`src/rtl/decrypt_word_packer_if.sv`:
```
// Byte-in / word-out bus of the decrypt word packer.
// master drives the byte stream and consumer ready; slave is the packer.
interface decrypt_word_packer_if #(
    parameter int unsigned DEPTH = 4
);
    localparam int unsigned LW = $clog2(DEPTH) + 1;

    logic          v;
    logic [7:0]    din;
    logic          flush;
    logic          out_valid;
    logic          out_ready;
    logic [31:0]   out_data;
    logic [3:0]    out_be;
    logic          out_last;
    logic [LW-1:0] level;
    logic          overflow;

    modport master (
        output v, din, flush, out_ready,
        input  out_valid, out_data, out_be, out_last, level, overflow
    );

    modport slave (
        input  v, din, flush, out_ready,
        output out_valid, out_data, out_be, out_last, level, overflow
    );
endinterface

```
`src/rtl/decrypt_word_packer.sv`:
```
// Packs the decrypt pipeline byte stream into 32-bit little-endian words and
// buffers them in a small FIFO with a sticky overflow flag.
module decrypt_word_packer #(
    parameter int unsigned DEPTH = 4
) (
    input  logic                  clk,
    input  logic                  rst,
    decrypt_word_packer_if.slave  bus
);
    localparam int unsigned AW = (DEPTH > 1) ? $clog2(DEPTH) : 1;
    localparam int unsigned LW = $clog2(DEPTH) + 1;

    typedef struct packed {
        logic [31:0] data;
        logic [3:0]  be;
        logic        last;
    } word_t;

    logic [31:0]   acc_q, acc_d;
    logic [1:0]    cnt_q, cnt_d;
    logic [31:0]   merged;
    logic [2:0]    n_bytes;
    logic          push;
    word_t         push_word;

    logic [AW-1:0] wr_ptr_q, wr_ptr_d;
    logic [AW-1:0] rd_ptr_q, rd_ptr_d;
    logic [LW-1:0] level_q, level_d;
    logic          overflow_q, overflow_d;
    logic          empty, full, pop, wr_en;
    word_t         mem [DEPTH];
    word_t         head;

    // Packer: merge the incoming byte, decide whether this cycle closes a word.
    always_comb begin
        acc_d     = acc_q;
        cnt_d     = cnt_q;
        push      = 1'b0;
        push_word = '0;
        merged    = acc_q;
        n_bytes   = {1'b0, cnt_q} + 3'(bus.v);
        if (bus.v) begin
            merged[{cnt_q, 3'b000} +: 8] = bus.din;
        end
        if ((bus.v && (cnt_q == 2'd3)) || (bus.flush && (n_bytes != 3'd0))) begin
            push           = 1'b1;
            push_word.data = merged;
            push_word.be   = 4'((5'd1 << n_bytes) - 5'd1);
            push_word.last = bus.flush;
            acc_d          = '0;
            cnt_d          = '0;
        end else if (bus.v) begin
            acc_d = merged;
            cnt_d = cnt_q + 2'd1;
        end
    end

    // FIFO control: a push into a full FIFO survives only if a pop frees a slot.
    always_comb begin
        empty      = (level_q == '0);
        full       = (level_q == LW'(DEPTH));
        pop        = !empty && bus.out_ready;
        wr_en      = push && (!full || pop);
        wr_ptr_d   = wr_ptr_q;
        rd_ptr_d   = rd_ptr_q;
        level_d    = level_q;
        overflow_d = overflow_q | (push && full && !pop);
        if (wr_en) begin
            wr_ptr_d = wr_ptr_q + AW'(1);
        end
        if (pop) begin
            rd_ptr_d = rd_ptr_q + AW'(1);
        end
        case ({wr_en, pop})
            2'b10:   level_d = level_q + LW'(1);
            2'b01:   level_d = level_q - LW'(1);
            default: level_d = level_q;
        endcase
    end

    always_ff @(posedge clk) begin
        if (rst) begin
            acc_q      <= '0;
            cnt_q      <= '0;
            wr_ptr_q   <= '0;
            rd_ptr_q   <= '0;
            level_q    <= '0;
            overflow_q <= 1'b0;
        end else begin
            acc_q      <= acc_d;
            cnt_q      <= cnt_d;
            wr_ptr_q   <= wr_ptr_d;
            rd_ptr_q   <= rd_ptr_d;
            level_q    <= level_d;
            overflow_q <= overflow_d;
        end
    end

    // Storage needs no reset: reads are masked while the FIFO is empty.
    always_ff @(posedge clk) begin
        if (!rst && wr_en) begin
            mem[wr_ptr_q] <= push_word;
        end
    end

    assign head          = mem[rd_ptr_q];
    assign bus.out_valid = !empty;
    assign bus.out_data  = empty ? 32'h0 : head.data;
    assign bus.out_be    = empty ? 4'h0  : head.be;
    assign bus.out_last  = empty ? 1'b0  : head.last;
    assign bus.level     = level_q;
    assign bus.overflow  = overflow_q;
endmodule

```
`src/flat_wrapper.sv`:
```
// flat-port wrapper written by rule: the top's interface ports become plain ports
module decrypt_word_packer_flat 
#(
    parameter int unsigned DEPTH = 4
)
  (clk, rst, bus_v, bus_din, bus_flush, bus_out_ready, bus_out_valid, bus_out_data, bus_out_be, bus_out_last, bus_level, bus_overflow);
  decrypt_word_packer_if #(.DEPTH(DEPTH)) bus_i ();
  input  logic clk;
  input  logic rst;
  input wire logic [$bits(bus_i.v)-1:0] bus_v;
  input wire logic [$bits(bus_i.din)-1:0] bus_din;
  input wire logic [$bits(bus_i.flush)-1:0] bus_flush;
  input wire logic [$bits(bus_i.out_ready)-1:0] bus_out_ready;
  output wire logic [$bits(bus_i.out_valid)-1:0] bus_out_valid;
  output wire logic [$bits(bus_i.out_data)-1:0] bus_out_data;
  output wire logic [$bits(bus_i.out_be)-1:0] bus_out_be;
  output wire logic [$bits(bus_i.out_last)-1:0] bus_out_last;
  output wire logic [$bits(bus_i.level)-1:0] bus_level;
  output wire logic [$bits(bus_i.overflow)-1:0] bus_overflow;
  assign bus_i.v = bus_v;
  assign bus_i.din = bus_din;
  assign bus_i.flush = bus_flush;
  assign bus_i.out_ready = bus_out_ready;
  assign bus_out_valid = bus_i.out_valid;
  assign bus_out_data = bus_i.out_data;
  assign bus_out_be = bus_i.out_be;
  assign bus_out_last = bus_i.out_last;
  assign bus_level = bus_i.level;
  assign bus_overflow = bus_i.overflow;
  decrypt_word_packer #(.DEPTH(DEPTH)) u_core (.clk(clk), .rst(rst), .bus(bus_i));
endmodule
```
`config.mk`:
```
export PLATFORM = sky130hd
export DESIGN_NAME = decrypt_word_packer_flat
export DESIGN_NICKNAME = d
export VERILOG_FILES = /design/src/rtl/decrypt_word_packer_if.sv /design/src/rtl/decrypt_word_packer.sv /design/src/flat_wrapper.sv
export SDC_FILE = /design/constraint.sdc
export NUM_CORES = 1
export LEC_CHECK = 0
export ABC_CLOCK_PERIOD_IN_PS = 3400
export CAP_MARGIN = 20
export CELL_PAD_IN_SITES_DETAIL_PLACEMENT = 0
export CELL_PAD_IN_SITES_GLOBAL_PLACEMENT = 1
export CORE_UTILIZATION = 50
export DETAILED_ROUTE_END_ITERATION = 8
export PLACE_DENSITY = 0.91
export SLEW_MARGIN = 20
export SYNTH_ARGS = -nofsm -noshare
export SYNTH_HDL_FRONTEND = slang
export SYNTH_SLANG_ARGS = --single-unit
```
`constraint.sdc`:
```
create_clock -name clk -period 3.4 [get_ports clk]
set_input_delay 0.68 -clock clk [delete_from_list [all_inputs] [get_ports clk]]
set_output_delay 0.68 -clock clk [all_outputs]
set_load 0.02 [all_outputs]
```
==> impl_metrics.csv <==
group,metric,value,unit
finish,final_area,0.008997,mm2
drt,drcViolationCount,4,
place,io_buffer_count,54,
setup_path,critPathTopFamily,"buffers and inverters",
global_route,grt-ovfl-total,0,
setup_path,worstPathRequired,2720,ps
drt,dr.pass1.iters,8,
finish,diodes,0,
timing,period_share,0.9359,
finish,multi_input_area,0.002151,mm2
global_route,grt_pass1_wl,22.12,mm
finish,final_nets,556,
timing,finalCriticalPeriod,3182,ps
global_route,grt_pass1_vias,4193,
yosys,synth_seq_area_share,0.6964,
clock_tree,htreeDepth,4,
finish,area_growth,17.67,%
place,gp_congestion,0.7300,
place,dp_hpwl,8.310,mm
drt,vias_per_cell,5.536,
finish,drive_gt1_frac,0.1529,
clock_tree,cts_buffers,17,
clock_tree,cts_setup_buffers,0,
pwr,total_power,6.341,mW
timing,maxSlewHeadroom,0.6136,
yosys,synth.avg_cell_area,16.27,um2
pwr,power.density,704.8,mW/mm2
die,initial_core_util,0.5182,
die,core-area,0.01475,mm2
drt,detail-route-antenna-nets,0,
die,die_y,125.7,um
die,io_pins,55,
clock_tree,cts_resized,0,
yosys,ys_ff_latch,192,
drt,vias,4025,
drt,wl_per_cell,18.77,um
setup_path,crit_fanout,24,
clock_tree,clock_latency,420,ps
timing,finalWorstSetupSlack,217.9,ps
pwr,vdd_drop_max,0.8326,mV
place,pre_cts_slack,-0.6022,ps
clock_tree,clock-sinks,192,
setup_path,cp_num_buf_inv,2,
timing,slew_violations,0,
run_status,status,"finished with violations",
timing,worst_pin_slew,579.6,ps
min_path,whs_path_depth,2,
finish,fin_cells,727,
yosys,ys_types,36,
setup_path,startpoint_type,"flop",
place,dp.cells,695,
clock_tree,clock_path_buffers,2,
global_route,grt_use_total,0.1891,
yosys,synth_top_cell_by_area,"edfxtp_1",
yosys,synth_fp_nets,496,
finish,fin_util,0.6098,
setup_path,cp.depth,4,
timing,finalHoldViolCount,0,
setup_path,crit_path_cell_trace,"buf_4, mux4_2, and2_1, clkdlybuf4s50_1",
setup_path,end_kind,"output port",
place,dpl_cell_area,0.008422,mm2
finish,fill_cells,1071,
setup_path,critPathMaxStageDelay,600,ps
clock_tree,cts.reportedPaths.clkPinSlew,60,ps
timing,rsz0062_at_grt,"false",
timing,max_freq,0.3143,GHz
flow_run,max_cap_viol_count,0,
yosys,ys_top_cells_by_area,"edfxtp_1, dfxtp_1, mux4_2",
setup_path,worstPathArrival,2500,ps
min_path,hp-class,"flop to flop",
finish,seq_area,0.005326,mm2
die,die_w,125.7,um
yosys,synthesis.area,0.007646,mm2
clock_tree,hold_buffers,0,
timing,finalSetupViolCount,0,
pwr,leakagePower,3.052,nW
die,die_area,0.01579,mm2
global_route,grt_start_max_net_pins,41,
setup_path,timing_worst_setup_path_type,"flop to output port",
clock_tree,cts_tree,"yes",
global_route,antenna_found_initial,0,
yosys,synth_cells,470,
yosys,yosys_warnings,0,
timing,fin_skew,7.082,ps
setup_path,slowest_stage,"mux4_2",
setup_path,reg2reg_depth,8,
run_status,violations,"DRC",
die,rows,44,
clock_tree,cts-root-buf,"clkbuf_16",
yosys,yosys.area.top_type_share,0.5812,
drt,wl,13.65,mm
drt,drtIter0Drc,386,
cells by family after synthesis:
logic type      synth area share
flops                     0.6964
xor+xnor                0.005728
compound gates           0.04287
simple gates             0.09573
fa+ha+maj                0.02225
mux                       0.1147
buf+inv                  0.02225
cells in the final DEF, fill, tap and decap left out, types with 3 or more instances in the layout:
master             n
edfxtp_1         148
nor2_1            79
clkdlybuf4s50_1   54
and2_1            45
dfxtp_1           43
mux4_2            37
a22oi_1           33
clkbuf_16         19
ha_1              12
buf_4              9
inv_1              7
clkbuf_1           7
nand2_1            6
buf_12             4
xor2_1             3
a21oi_1            3
mux2_1             3
layer usage:
layer	up-vias	wire length (um)	GRT usage
li1	1885	-	-
met1	2021	5471	0.2295
met2	108	7381	0.3284
met3	11	637	0.04630
met4	0	156	0.07030
met5	-	0	0
cell usage after synthesis (all sizes together):
cell and instances:
xnor2 2, and3b 1, buf 20, o31ai 2, fa 1, or3b 1, mux2 3, inv 7
nand3 1, nor3 1, xor2 3, and2 45, a21oi 5, edfxtp 148, clkbuf 6, nand2b 1
mux2i 1, mux4 37, nor4b 2, and4 2, and4b 1, or3 2, o21ai 1, a22oi 33
dfxtp 44, nor2b 2, nor2 79, ha 12, nand2 7
worst paths after layout:
check,slack [ps],end,startpoint
setup / recovery,220,bus_out_data[18],flop
hold / removal,480,u_core.bus.overflow,u_core.bus.overflow
setup reg to reg,630,u_core.bus.level[2],u_core.cnt_q[0]
hold reg to reg,480,u_core.bus.overflow,u_core.bus.overflow
worst min-delay path: stages (launching register included):
cell     delay, ps
dfxtp_1        340
a21oi_1         40
nor2_1          70
area by class of cell:
class                           count  share of cell area
Sequential cell                   192              0.5920
Multi-Input combinational cell    245              0.2390
Tap cell                          184             0.02559
Clock buffer                       28             0.05882
Clock inverter                      4            0.005145
Inverter                            7            0.002920
Timing Repair Buffer               67             0.07648
stage by stage:
step | hold slack, ps | TNS [ps]
3_3_place_gp | 459.9 | 0
4_1_cts | 484.8 | 0
2_1_floorplan | 484.7 | 0
5_1_grt | 531.7 | 0
3_5_place_dp | 464.7 | -0.6022
6_report | 481.1 | 0
registers in the layout (all words and copies together) (netlist names), named ones only:
register,cells
u_core.acc_q,32
u_core.bus.level,3
u_core.bus.overflow,1
u_core.cnt_q,2
u_core.mem,148
u_core.rd_ptr_q,2
u_core.wr_ptr_q,2
where the power goes:
group / internal [mW] / switching, mW / leakage [nW] / total, mW
clock network: 1.13 / 0.766 / 0.277 / 1.90
registers: 2.61 / 0.0592 / 1.82 / 2.67
logic: 0.842 / 0.934 / 0.956 / 1.78
total: 4.58 / 1.76 / 3.05 / 6.34
Power figures use the tool's default switching activity.
